--- config.mk ---
export PLATFORM = sky130hd
export DESIGN_NAME = rv32_addsub_arb
export DESIGN_NICKNAME = d
export VERILOG_FILES = /design/src/rtl/rv32_pkg.sv /design/src/rtl/rv32_alu_add_sub.sv /design/src/rtl/rv32_addsub_arb.sv
export SDC_FILE = /design/constraint.sdc
export NUM_CORES = 1
export LEC_CHECK = 0
export BUFFER_PORTS_ARGS = -buffer_cell sky130_fd_sc_hd__buf_2
export CORE_MARGIN = 2
export CORE_UTILIZATION = 51
export DETAILED_ROUTE_END_ITERATION = 12
export PLACE_DENSITY = 0.9
export SLEW_MARGIN = 30
export SYNTH_ARGS = -nofsm -noshare
export SYNTH_HDL_FRONTEND = slang
export SYNTH_SLANG_ARGS = --single-unit
--- constraint.sdc ---
create_clock -name clk -period 6.1 [get_ports clk]
set_input_delay 1.525 -clock clk [delete_from_list [all_inputs] [get_ports clk]]
set_output_delay 1.525 -clock clk [all_outputs]
set_load 0.02 [all_outputs]
--- src/rtl/rv32_pkg.sv ---
// Shared rv32 definitions: ALU op-select encodings and the add/sub decode helper.
package rv32_pkg;

    localparam int unsigned OpselW = 5;
    localparam int unsigned XLen   = 32;

    localparam logic [OpselW-1:0] OpAdd0  = 5'd0;
    localparam logic [OpselW-1:0] OpAdd7  = 5'd7;
    localparam logic [OpselW-1:0] OpAdd15 = 5'd15;
    localparam logic [OpselW-1:0] OpAdd16 = 5'd16;
    localparam logic [OpselW-1:0] OpAdd17 = 5'd17;
    localparam logic [OpselW-1:0] OpSub1  = 5'd1;
    localparam logic [OpselW-1:0] OpSub8  = 5'd8;

    typedef enum logic [1:0] {
        AluZero,
        AluAdd,
        AluSub
    } alu_kind_e;

    function automatic alu_kind_e decode_opsel(input logic [OpselW-1:0] opsel);
        alu_kind_e kind;
        kind = AluZero;
        if (opsel == OpAdd0 || opsel == OpAdd7 || opsel == OpAdd15 ||
            opsel == OpAdd16 || opsel == OpAdd17) begin
            kind = AluAdd;
        end else if (opsel == OpSub1 || opsel == OpSub8) begin
            kind = AluSub;
        end
        return kind;
    endfunction

endpackage

--- src/rtl/rv32_alu_add_sub.sv ---
// Combinational add/sub unit; unrecognised op-selects produce zero.
module rv32_alu_add_sub
    import rv32_pkg::*;
(
    input  logic [OpselW-1:0] opsel_i,
    input  logic [XLen-1:0]   op_a_i,
    input  logic [XLen-1:0]   op_b_i,
    output logic [XLen-1:0]   result_o
);

    alu_kind_e kind;

    always_comb begin
        kind     = decode_opsel(opsel_i);
        result_o = '0;
        unique case (kind)
            AluAdd:  result_o = op_a_i + op_b_i;
            AluSub:  result_o = op_a_i - op_b_i;
            default: result_o = '0;
        endcase
    end

endmodule

--- src/rtl/rv32_addsub_arb.sv ---
// Two-requester arbiter in front of a shared add/sub unit with a single-entry
// registered result stage.
module rv32_addsub_arb
    import rv32_pkg::*;
#(
    parameter int unsigned FIXED_PRIO = 0
) (
    input  logic              clk,
    input  logic              rst,
    input  logic              r0_valid,
    input  logic              r1_valid,
    output logic              r0_ready,
    output logic              r1_ready,
    input  logic [OpselW-1:0] r0_opsel,
    input  logic [OpselW-1:0] r1_opsel,
    input  logic [XLen-1:0]   r0_opA,
    input  logic [XLen-1:0]   r0_opB,
    input  logic [XLen-1:0]   r1_opA,
    input  logic [XLen-1:0]   r1_opB,
    output logic              res_valid,
    input  logic              res_ready,
    output logic [XLen-1:0]   res_data,
    output logic              res_id
);

    logic            res_valid_q, res_valid_d;
    logic [XLen-1:0] res_data_q, res_data_d;
    logic            res_id_q, res_id_d;
    logic            last_grant_q, last_grant_d;

    logic              can_accept;
    logic              grant;
    logic              gnt_id;
    logic [OpselW-1:0] alu_opsel;
    logic [XLen-1:0]   alu_a;
    logic [XLen-1:0]   alu_b;
    logic [XLen-1:0]   alu_result;

    assign can_accept = !res_valid_q || res_ready;

    // Readies never look at each other, only at valids, output stage and pointer.
    always_comb begin
        r0_ready = 1'b0;
        r1_ready = 1'b0;
        if (!rst && can_accept) begin
            if (r0_valid && r1_valid) begin
                if (FIXED_PRIO != 0) begin
                    r0_ready = 1'b1;
                end else if (last_grant_q) begin
                    r0_ready = 1'b1;
                end else begin
                    r1_ready = 1'b1;
                end
            end else if (r0_valid) begin
                r0_ready = 1'b1;
            end else if (r1_valid) begin
                r1_ready = 1'b1;
            end
        end
    end

    assign grant  = r0_ready || r1_ready;
    assign gnt_id = r1_ready;

    always_comb begin
        alu_opsel = r0_opsel;
        alu_a     = r0_opA;
        alu_b     = r0_opB;
        if (gnt_id) begin
            alu_opsel = r1_opsel;
            alu_a     = r1_opA;
            alu_b     = r1_opB;
        end
    end

    rv32_alu_add_sub u_alu (
        .opsel_i  (alu_opsel),
        .op_a_i   (alu_a),
        .op_b_i   (alu_b),
        .result_o (alu_result)
    );

    // A grant in the same cycle as a consume overwrites the entry and keeps it valid.
    always_comb begin
        res_valid_d  = res_valid_q;
        res_data_d   = res_data_q;
        res_id_d     = res_id_q;
        last_grant_d = last_grant_q;
        if (grant) begin
            res_valid_d  = 1'b1;
            res_data_d   = alu_result;
            res_id_d     = gnt_id;
            last_grant_d = gnt_id;
        end else if (res_valid_q && res_ready) begin
            res_valid_d = 1'b0;
        end
    end

    // last_grant resets to 1 so requester 0 wins the first contention.
    always_ff @(posedge clk or posedge rst) begin
        if (rst) begin
            res_valid_q  <= 1'b0;
            res_data_q   <= '0;
            res_id_q     <= 1'b0;
            last_grant_q <= 1'b1;
        end else begin
            res_valid_q  <= res_valid_d;
            res_data_q   <= res_data_d;
            res_id_q     <= res_id_d;
            last_grant_q <= last_grant_d;
        end
    end

    assign res_valid = res_valid_q;
    assign res_data  = res_data_q;
    assign res_id    = res_id_q;

endmodule

# Word-level counts from Yosys, hierarchy flattened
# Index checks and enable logic that the tools add are counted.
# W data, S select, Z words.
[word_totals]
reg_bits = 35
in_bits = 143
output_inout_bits = 36
word_cells = 45
[op_classes]
addsub = 2
n_eq_ne = 8
muxes = 17
n_reduce_logical = 14
[ops]
columns = ["op", "n"]
rows = [
  ["$mux W32", 2],
  ["$pmux W32 S2", 1],
  ["$add A32 B32 Y32", 1],
  ["$sub A32 B32 Y32", 1],
  ["$mux W1", 11],
  ["$eq A5 B4 Y1 const B", 2],
  ["$eq A5 B5 Y1 const B", 2],
  ["$logic_or A1 B1 Y1", 7],
  ["$eq A5 B1 Y1 const B", 1],
  ["$eq A5 B3 Y1 const B", 1],
  ["$logic_not A5 Y1", 1],
  ["$mux W5", 1],
  ["$mux W2", 2],
  ["$logic_and A1 B1 Y1", 3],
  ["$eq A2 B1 Y1 const B", 1],
  ["$eq A2 B2 Y1 const B", 1],
  ["$logic_not A1 Y1", 2],
  ["$reduce_bool A2 Y1", 1],
]

# Longest topological paths before layout
# Gate-level depths: netlist (run 1).
[logic_depth]
depth_word = 13
mapped_depth = 22
ltp_nobuf = 18

# Hierarchy
# From an unflattened synthesis (run 1), not the netlist that was laid out.
[hier_totals]
hier_cells = 542
hier_area_um2 = 5028.6
[by_module_without_submodules]
columns = ["module", "n_inst", "cells_each", "area_per_inst_um2", "seq_area_each_um2"]
rows = [
  ["rv32_alu_add_sub", 1, 380, 2553.7, 0.0],
  ["rv32_addsub_arb", 1, 162, 2474.9, 877.1],
]

# Worst setup path before layout (run 1)
# No wires, ideal clock.
[synth_path]
kind = "input port to flip-flop"
start = "input port rst"
end = "register res_data_q[31], in the netlist res_data[31]"
setup_time_ns = 0.121
arrival_time_ns = 6.623
t_required_ns = 5.979
slack_ns = -0.645
stages = 22
path_buffers = 5
cell_sequence = "inv_1 nand3_1 clkbuf_8 buf_6 buf_2 buf_1 mux2i_1 ha_1 nand3_1 o21ai_0 o31ai_1 xor2_1 ha_1 clkbuf_1 a21o_1 a31oi_1 a21bo_2 a311oi_1 o21a_1 o211ai_1 xnor2_1 a22o_2"
[synth_via]
elab_chain_len = 12
elab_cells_between_ends = 27
classes_between = "add/sub: 2; eq/ne: 8; mux: 8; reduce/logical: 9"
[synth_rtl]
columns = ["item", "line_no", "rtl"]
rows = [
  ["start: declaration", "rv32_addsub_arb.sv:9", "input logic rst,"],
  ["$logic_not A1 Y1 (no line) (*)", "-", ""],
  ["$logic_and A1 B1 Y1 (*)", "rv32_addsub_arb.sv:45", "if (!rst && can_accept) begin"],
  ["parallel branches: the longest is 10 deep, another holds $sub A32 B32 Y32", "-", ""],
  ["end signal: assignment", "rv32_addsub_arb.sv:108", "res_data_q <= res_data_d;"],
  ["end: declaration", "rv32_addsub_arb.sv:27", "logic [XLen-1:0] res_data_q, res_data_d;"],
]
# Every way passes the cells marked *.
# A chain may end at the register's enable or synchronous reset.

# Worst setup path after layout (run 1)
[layout_path]
start = "input port r0_valid"
end = "register res_data_q[25], in the netlist res_data[25]"
[layout_via]
elab_chain_len = 12
elab_cells_between_ends = 30
classes_between = "add/sub: 2; eq/ne: 8; mux: 12; reduce/logical: 8"
[layout_rtl]
columns = ["item", "line_no", "rtl"]
rows = [
  ["start: declaration", "rv32_addsub_arb.sv:10", "input logic r0_valid,"],
  ["parallel branches: the longest is 12 deep, another holds $sub A32 B32 Y32", "-", ""],
]
# Several ways; the timed one is not identified.

==> reports/results.ini, run 1 <==
[placement]
hpwlAfterDp_um=11900
io_buffers=178
gp_congestion=0.996

[logic_synthesis]
ys_seq_area_frac=0.182
synth_top_flop_cell=dfrtp_1
yosysWarnings=0
synth_cells=666
yosys_register_bits=35
synthesis.area_um2=4810
synthDominantCellAreaShare=0.177
synthArstFlopShare=1.00
synth_area_per_cell_um2=7.23
ys_top_cells_by_count=nand2_1 (156), o21ai_0 (55), nor2_1 (39), mux2i_1 (37)
ys_types=68
yosysMostFrequentCell=nand2_1
synth.area.top_cells=dfrtp_1 (18%), nand2_1 (12%), ha_1 (8.3%), mux2i_1 (7.7%), xnor2_1 (5.8%)
synth_edf_count=0
yosysTopAreaCell=dfrtp_1
syn_nets=842

[clock_tree]
cts_resized=0
clockBufferDepth=2
post_cts_buffers=0
cts_buffers=5
clock-root-buffer=clkbuf_8
tritoncts=done
clock_sink_count=35
cts_hold_buf=0
path_clk_slew_ps=70
worstSkewPairLatency_ps=280
htree_num_levels=2

[setup_path]
arrival_ps=5810
crit_path_start_kind=input port
critPathKind=in -> reg
rrSetupSlack_ps=1400
crit_required_ps=6290
cp_max_fo=15
endpoint_kind=register

[power_and_ir_drop]
powerDensity_nw_per_um2=213
ir_drop_uv=110
finalPower_mw=1.26
leakage_nw=3.16

[cells_and_area]
fillCellCount=884
nets=1008
layout-drive-gt1-share=0.257
antenna_cells=0
area.sequential_um2=877
areaGrowthSynthToFinish_pct=23.1
multi_input_area_um2=3770

[job]
cap_violations=0

[run_status]
status=complete, no violations

[timing]
fin_crit_sh=0.921
finClkSkew_ps=2.23
hold_viol=0
drv_slew=0
worst_pin_slew_ps=1000
rsz0062_at_grt=false
tns_ps=0
setup_viol=0
relSlewSlack=0.328
clock.fmax_mhz=178
final.min_clock_period_ps=5620

[die]
coreArea_um2=9200
initial_core_util=0.523
boundaryPins=179
rows=35
dieWidth_um=101
die_h_um=101
die_area_um2=10200

[route]
wl_per_cell_um=15.3
ant_nets=0
drtIter0Drc=496
vias=5512
route.detailed.drc=0
dr.pass1.iters=7
via_per_inst=5.84
drt-total-wl_um=14400

[global_routing]
antenna_found_initial=0
grt.overflow.total=0
track_usage=0.279
grt_pass1_vias=4989
grt_start_max_net_pins=49
grt_pass1_wl_um=23500

[worst_hold_path]
hold_class=reg -> reg

-- placed cells by master (no fill, tap or decap), types with 4 or more instances in the layout --
cell type | Yosys | final
o21a_1 | 5 | 5
nor2b_1 | 5 | 5
clkbuf_8 | 1 | 6
buf_4 | 0 | 8
a31oi_1 | 9 | 9
nor2_1 | 39 | 39
nand4_1 | 6 | 6
xor2_1 | 28 | 28
dfrtp_1 | 34 | 34
o21bai_1 | 4 | 4
a32o_1 | 4 | 4
and3_1 | 5 | 5
nand3_1 | 13 | 12
o21ai_0 | 55 | 54
ha_1 | 32 | 31
or3_1 | 7 | 7
nand3b_1 | 7 | 7
inv_1 | 15 | 14
a21oi_1 | 34 | 34
mux2i_1 | 37 | 37
xnor2_1 | 32 | 32
buf_2 | 3 | 178
nand2_1 | 156 | 156
nor3_1 | 23 | 23
nor4_1 | 9 | 9
a21o_1 | 21 | 21
-- where the power goes --
| group | switching (mW) | internal [mW] |
|---|---|---|
| clock network | 0.0824 | 0.132 |
| logic | 0.445 | 0.305 |
| registers | 0.0229 | 0.273 |
-- per-stage QoR --
step	setup WS [ps]	cells	cell area, um2	util	hold slack, ps
floorplan	10.1	666	4840	-	445
global placement	382	936	5800	0.630	460
detailed placement	196	936	5800	0.630	466
CTS	433	944	5920	0.643	482
global route	177	944	5920	0.644	495
finish	482	944	5920	0.644	473
-- layer usage --
layer | global-route usage | vias up | wire [um]
met4 | 0.0665 | 0 | 255
met1 | 0.401 | 2502 | 6410
met2 | 0.451 | 261 | 6540
met5 | 0 | - | 0
met3 | 0.0276 | 25 | 1200
li1 | - | 2724 | -
-- cells by family (layout without fill, tap and decap cells) --
kind of cell | count (synthesis) | after routing | share of synthesized area
compound gates | 166 | 166 | 0.224
buf+inv | 43 | 210 | 0.0398
flops | 35 | 35 | 0.182
fa+ha+maj | 33 | 33 | 0.0874
xor+xnor | 60 | 60 | 0.109
mux | 39 | 39 | 0.0816
simple gates | 290 | 290 | 0.276
-- cell type report --
cell class / instances / area share
well taps: 111 / 0.0234
inverters: 16 / 0.0108
clock buffers: 6 / 0.0139
multi-input cells: 588 / 0.637
repair buffers: 186 / 0.161
clock inverters: 2 / 0.00591
flip-flops and latches: 35 / 0.148
-- sequential cells by signal, indices dropped and copies added, names as in the netlist --
| name | cells |
|---|---|
| last_grant_q | 1 |
| res_id | 1 |
| res_data | 32 |
| res_valid | 1 |
-- critical path: stages --
cell,delay (ps)
buf_2,120
a21boi_0,320
nand3_4,190
clkinv_1,120
mux2i_1,90
nor2_1,770
a21oi_1,110
xor2_1,210
ha_1,390
and3_1,230
o21ai_0,160
a2111oi_2,390
nor2_1,200
o41ai_2,470
a31oi_1,150
xor2_1,170
o21ai_0,180
-- worst paths after layout --
path,endpoint,startpoint,cells past startpoint
min in group asynchronous,res_data[6],rst,3
worst min register to register,res_data[24],res_data[24],2
worst min-delay path,res_data[24],res_data[24],2
max in group asynchronous,last_grant_q,rst,3
worst max-delay path,res_data[25],r0_valid,17
worst max register to register,res_data[25],last_grant_q,17
Power figures use the tool's default switching activity.
==> inputs of run 2 (changes only) <==
MAX_ROUTING_LAYER = met4   (was unset)
RECOVER_POWER = 25   (was unset)
==> reports/results.ini, run 2 (synthesis gave the netlist of run 1 again) <==
[cells_and_area]
layout-drive-gt1-share=0.252  ; was 0.257
areaGrowthSynthToFinish_pct=22.0  ; was 23.1%
largest_reg_flops=32  ; unchanged
final_area_um2=5870  ; was 5920 um2
antenna_cells=0  ; unchanged
nets=1007  ; was 1008
final_common_cell=buf_2  ; unchanged
final_cell_mix=buf_2 (178), nand2_1 (156), o21ai_0 (54), nor2_1 (38), mux2i_1 (37)  ; was buf_2 (178), nand2_1 (156), o21ai_0 (54), nor2_1 (39), mux2i_1 (37)
area.sequential_um2=877  ; unchanged
multi_input_area_um2=3770  ; about the same
fillCellCount=868  ; was 884

[global_routing]
grt_pass1_vias=4989  ; unchanged
track_usage=0.284  ; was 0.279
grt_pass1_wl_um=23200  ; was 23500 um
antenna_found_initial=0  ; unchanged
grt.overflow.total=0  ; unchanged
grt_start_max_net_pins=61  ; was 49

[setup_path]
rr_worst_depth=17  ; unchanged
crit_slowest_cell=o41ai_1  ; was nor2_1
critPathKind=in -> reg  ; unchanged
worst_path_largest_cell_delay_ps=620  ; was 770 ps
endpoint_kind=register  ; unchanged
crit_start=r0_valid  ; unchanged
worstPathCellList=buf_2 -> a21boi_0 -> nand3_4 -> buf_4 -> mux2i_1 -> ha_2 -> o21ai_0 -> o21ai_0 -> xnor2_1 -> ha_1 -> a21o_1 -> nor3_1 -> a2111oi_2 -> nor2_1 -> o41ai_1 -> a31oi_1 -> xnor2_1 -> o21ai_0  ; was buf_2 -> a21boi_0 -> nand3_4 -> clkinv_1 -> mux2i_1 -> nor2_1 -> a21oi_1 -> xor2_1 -> ha_1 -> and3_1 -> o21ai_0 -> a2111oi_2 -> nor2_1 -> o41ai_2 -> a31oi_1 -> xor2_1 -> o21ai_0
crit_required_ps=6300  ; was 6290 ps
crit_path_start_kind=input port  ; unchanged
rr_startpoint=last_grant_q  ; unchanged
cpMostUsedCell=o21ai_0
arrival_ps=5810  ; about the same
cp_max_fo=36  ; was 15

[timing]
fin_crit_sh=0.918  ; was 0.921
rsz0062_at_grt=false  ; unchanged
tns_ps=0  ; unchanged
relSlewSlack=-0.236  ; was 0.328
setup_slack_ps=498  ; was 482 ps
worst_pin_slew_ps=1850  ; was 1000 ps
setup_viol=0  ; unchanged
finClkSkew_ps=3.72  ; was 2.23 ps
drv_slew=38  ; was 0
hold_viol=0  ; unchanged
clock.fmax_mhz=179  ; was 178 MHz
final.min_clock_period_ps=5600  ; was 5620 ps
whs_ps=473  ; about the same

[route]
highest_layer=met4  ; unchanged
drt-total-wl_um=14100  ; was 14400 um
met2_length_um=6250  ; was 6540 um
dr.pass1.iters=5  ; was 7
via_per_inst=5.87  ; was 5.84
wl_met1_um=6470  ; was 6410 um
wl_per_cell_um=15.0  ; was 15.3 um
ant_nets=0  ; unchanged
vias=5536  ; was 5512
drtIter0Drc=434  ; was 496
route.met3.wl_um=1070  ; was 1200 um
route.detailed.drc=0  ; unchanged

[clock_tree]
htree_num_levels=2  ; unchanged
clockBufferDepth=2  ; unchanged
clock_sink_count=35  ; unchanged
worstSkewPairLatency_ps=280  ; about the same
tritoncts=done  ; unchanged
cts_buffers=5  ; unchanged
path_clk_slew_ps=60  ; was 70 ps
clock-root-buffer=clkbuf_8  ; unchanged

[power_and_ir_drop]
ir_drop_uv=89.4  ; was 110 uV
leakage_nw=3.13  ; was 3.16 nW
powerDensity_nw_per_um2=204  ; was 213 nW/um2

[worst_hold_path]
min_delay_path_depth=2  ; unchanged
hold_class=reg -> reg  ; unchanged
hold_path_startpoint=res_data[17]  ; was res_data[24]

[placement]
hpwlAfterDp_um=11700  ; was 11900 um
pre_cts_slack_ps=164  ; was 196 ps
place_area_um2=5790  ; was 5800 um2
io_buffers=178  ; unchanged
gp_congestion=0.986  ; was 0.996

[run_status]
violations=capacitance limit, slew limit
status=finished, violations left  ; was complete, no violations

[die]
boundaryPins=179  ; unchanged
initial_core_util=0.523  ; unchanged
die_h_um=101  ; unchanged
dieWidth_um=101  ; unchanged
rows=35  ; unchanged
coreArea_um2=9200  ; unchanged
die_area_um2=10200  ; unchanged

[job]
cap_violations=1  ; was 0

run 2: final cells by class:
type	count	area share
well taps	111	0.0237
flip-flops and latches	35	0.149
clock buffers	7	0.0130
multi-input cells	588	0.642
clock inverters	1	0.000852
repair buffers	185	0.161
inverters	16	0.0104
run 2: where the power goes:
| group | internal, mW | leakage (nW) | switching [mW] |
|---|---|---|---|
| logic | 0.303 | 2.61 | 0.441 |
| clock network | 0.0800 | 0.0422 | 0.0777 |
| registers | 0.273 | 0.469 | 0.0229 |
| total | 0.656 | 3.13 | 0.541 |
run 2: worst max-delay path, delay by kind of cell:
family / cells / cell delay, ps
buffers and inverters: 2 / 400
adder cells (fa/ha/maj): 2 / 660
XOR/XNOR: 2 / 290
AO/OA/AOI/OAI: 8 / 2210
AND/OR/NAND/NOR: 3 / 410
multiplexers: 1 / 270
run 2: worst paths after layout:
kind                       slack [ps]      endpoint
setup / recovery                  500  res_data[29]
hold / removal                    470  res_data[17]
max in group asynchronous        3040  res_data[25]
setup reg to reg                 1350  res_data[29]
hold reg to reg                   470  res_data[17]
min in group asynchronous        1990   res_data[8]
run 2: per-stage QoR:
stage / std cells / power (mW) / util
2_1_floorplan: 666 / 0.816 / -
3_3_place_gp: 935 / 1.02 / 0.630
3_5_place_dp: 935 / 1.03 / 0.630
4_1_cts: 943 / 1.19 / 0.639
5_1_grt: 943 / 1.29 / 0.639
6_report: 943 / 1.20 / 0.639
run 2: layer usage:
metal  up-vias  global-route usage
met4         0              0.0894
met5         -                   -
li1       2713                   -
met2       263               0.422
met1      2529               0.405
met3        31              0.0304
run 2: timing repair:
item                       4_1_cts  5_1_grt
resized for setup                0        1
setup endpoints to repair        0        1
hold buffers                     0        0
buffers inserted                 0        0
==> inputs of run 3 (changes only) <==
CORE_ASPECT_RATIO = 1.1   (was unset)
GPL_TIMING_DRIVEN = 0   (was unset)
==> reports/results.ini, run 3 (synthesis gave the netlist of run 1 again) <==
[timing]
relSlewSlack=0.325  ; was -0.236
whs_ps=479  ; was 473 ps
hold_viol=0  ; unchanged
rsz0062_at_grt=false  ; unchanged
worst_pin_slew_ps=1010  ; was 1850 ps
fin_crit_sh=0.962  ; was 0.918
drv_slew=0  ; was 38
final.min_clock_period_ps=5870  ; was 5600 ps
clock.fmax_mhz=170  ; was 179 MHz
setup_viol=0  ; unchanged
finClkSkew_ps=5.30  ; was 3.72 ps

[die]
coreArea_um2=9260  ; was 9200 um2
die_h_um=106  ; was 101 um
dieWidth_um=96.6  ; was 101 um
rows=37  ; was 35
boundaryPins=179  ; unchanged
die_area_um2=10200  ; about the same
initial_core_util=0.520  ; was 0.523

[setup_path]
cpMostUsedCell=buf_6  ; was o21ai_0
cp_max_fo=10  ; was 36
worstPathCellList=buf_2 -> nand2b_2 -> nand3_4 -> clkbuf_8 -> buf_6 -> buf_6 -> buf_6 -> mux2i_2 -> ha_2 -> nand3_1 -> o21ai_2 -> o31ai_1 -> xor2_1 -> ha_1 -> clkbuf_2 -> a21o_1 -> a31oi_2 -> a21bo_2 -> a311oi_2 -> o21a_1 -> o211ai_1 -> xnor2_1 -> a22o_2  ; was buf_2 -> a21boi_0 -> nand3_4 -> buf_4 -> mux2i_1 -> ha_2 -> o21ai_0 -> o21ai_0 -> xnor2_1 -> ha_1 -> a21o_1 -> nor3_1 -> a2111oi_2 -> nor2_1 -> o41ai_1 -> a31oi_1 -> xnor2_1 -> o21ai_0
arrival_ps=6050  ; was 5810 ps
critPathKind=in -> reg  ; unchanged
crit_path_start_kind=input port  ; unchanged
worst_path_largest_cell_delay_ps=280  ; was 620 ps
crit_required_ps=6280  ; was 6300 ps
crit_slowest_cell=ha_2  ; was o41ai_1
endpoint_kind=register  ; unchanged

[clock_tree]
cts_buffers=5  ; unchanged
path_clk_slew_ps=70  ; was 60 ps
htree_num_levels=2  ; unchanged
cts_hold_buf=0  ; unchanged
clock_sink_count=35  ; unchanged
clock-root-buffer=clkbuf_8  ; unchanged
clockBufferDepth=2  ; unchanged
tritoncts=done  ; unchanged
worstSkewPairLatency_ps=280  ; about the same

[global_routing]
grt_start_max_net_pins=20  ; was 61
grt_pass1_vias=5428  ; was 4989
track_usage=0.299  ; was 0.284
grt_pass1_wl_um=25000  ; was 23200 um
grt.overflow.total=0  ; unchanged
antenna_found_initial=0  ; unchanged

[cells_and_area]
final_cell_mix=buf_2 (180), nand2_1 (156), o21ai_0 (54), nor2_1 (38), mux2i_1 (36)  ; was buf_2 (178), nand2_1 (156), o21ai_0 (54), nor2_1 (38), mux2i_1 (37)
largest_reg_flops=32  ; unchanged
fillCellCount=853  ; was 868
layout-drive-gt1-share=0.260  ; was 0.252
final_common_cell=buf_2  ; unchanged
nets=1030  ; was 1007
final_area_um2=6040  ; was 5870 um2
antenna_cells=0  ; unchanged
areaGrowthSynthToFinish_pct=25.5  ; was 22.0%

[route]
drt-total-wl_um=15300  ; was 14100 um
dr.pass1.iters=5  ; unchanged
wl_per_cell_um=15.8  ; was 15.0 um
vias=5765  ; was 5536
route.detailed.drc=0  ; unchanged
via_per_inst=5.93  ; was 5.87
drtIter0Drc=491  ; was 434
ant_nets=0  ; unchanged

[worst_hold_path]
hold_class=reg -> reg  ; unchanged

[placement]
gp_congestion=1.02  ; was 0.986
place_area_um2=5880  ; was 5790 um2
io_buffers=178  ; unchanged
hpwlAfterDp_um=12500  ; was 11700 um

[power_and_ir_drop]
leakage_nw=3.18  ; was 3.13 nW
powerDensity_nw_per_um2=202  ; was 204 nW/um2
ir_drop_uv=85.4  ; was 89.4 uV

[job]
cap_violations=0  ; was 1

[run_status]
status=complete, no violations  ; was finished, violations left

## run 3: power by group
group | switching (mW) | internal, mW | leakage, nW
combinational | 0.450 | 0.312 | 2.67
clock | 0.0815 | 0.0797 | 0.0412
sequential | 0.0240 | 0.273 | 0.469
## run 3: worst paths after layout
check                             start      endpoint  slack [ps]  depth (start not counted)
setup / recovery              res_ready  res_data[31]         230                         23
hold / removal                   res_id        res_id         480                          2
setup reg to reg           last_grant_q  res_data[31]        1150                         22
hold reg to reg                  res_id        res_id         480                          2
max in group asynchronous           rst     res_valid        3850                          3
min in group asynchronous           rst  res_data[22]        1390                          2
## run 3: stage by stage
step | utilization | setup WS (ps) | setup TNS [ps] | cells | power [mW]
6_report | 0.652 | 231 | 0 | 972 | 1.22
3_5_place_dp | 0.636 | -1090 | -12380 | 961 | 1.03
3_3_place_gp | 0.635 | -1050 | -11580 | 961 | 1.02
2_1_floorplan | - | 10.1 | 0 | 666 | 0.816
4_1_cts | 0.647 | 20.0 | 0 | 971 | 1.20
5_1_grt | 0.652 | 27.7 | 0 | 972 | 1.31
## run 3: cell type report
type                       count  area, um2  share of cell area
sequential                    35        877               0.145
clock buffer                   6       72.6              0.0120
multi-input combinational    588       3810               0.631
inverter                      16       63.8              0.0106
buffer                        27        146              0.0242
timing repair inverter         1       5.00            0.000829
tap                          117        146              0.0242
clock inverter                 2       12.5             0.00207
timing repair buffer         180        902               0.149
## run 3: timing repair
item	CTS	global route
resized for setup	1	10
buffers inserted	1	1
setup endpoints to repair	18	7
cloned	1	0
hold endpoints to repair	0	0
pin swaps	0	1
## run 3: critical path: cells and delay by family
| kind | cells | cell delay [ps] |
|---|---|---|
| buffers and inverters | 6 | 1010 |
| multiplexers | 1 | 270 |
| XOR/XNOR | 2 | 340 |
| AO/OA/AOI/OAI | 9 | 1860 |
| adder cells (fa/ha/maj) | 2 | 560 |
| AND/OR/NAND/NOR | 3 | 490 |
## run 3: routing by layer
layer / vias up / global-route usage / wire length [um]
li1: 2764 / - / -
met1: 2603 / 0.374 / 6170
met4: 0 / 0.121 / 468
met3: 56 / 0.0225 / 1220
met5: - / - / 0
met2: 342 / 0.505 / 7470
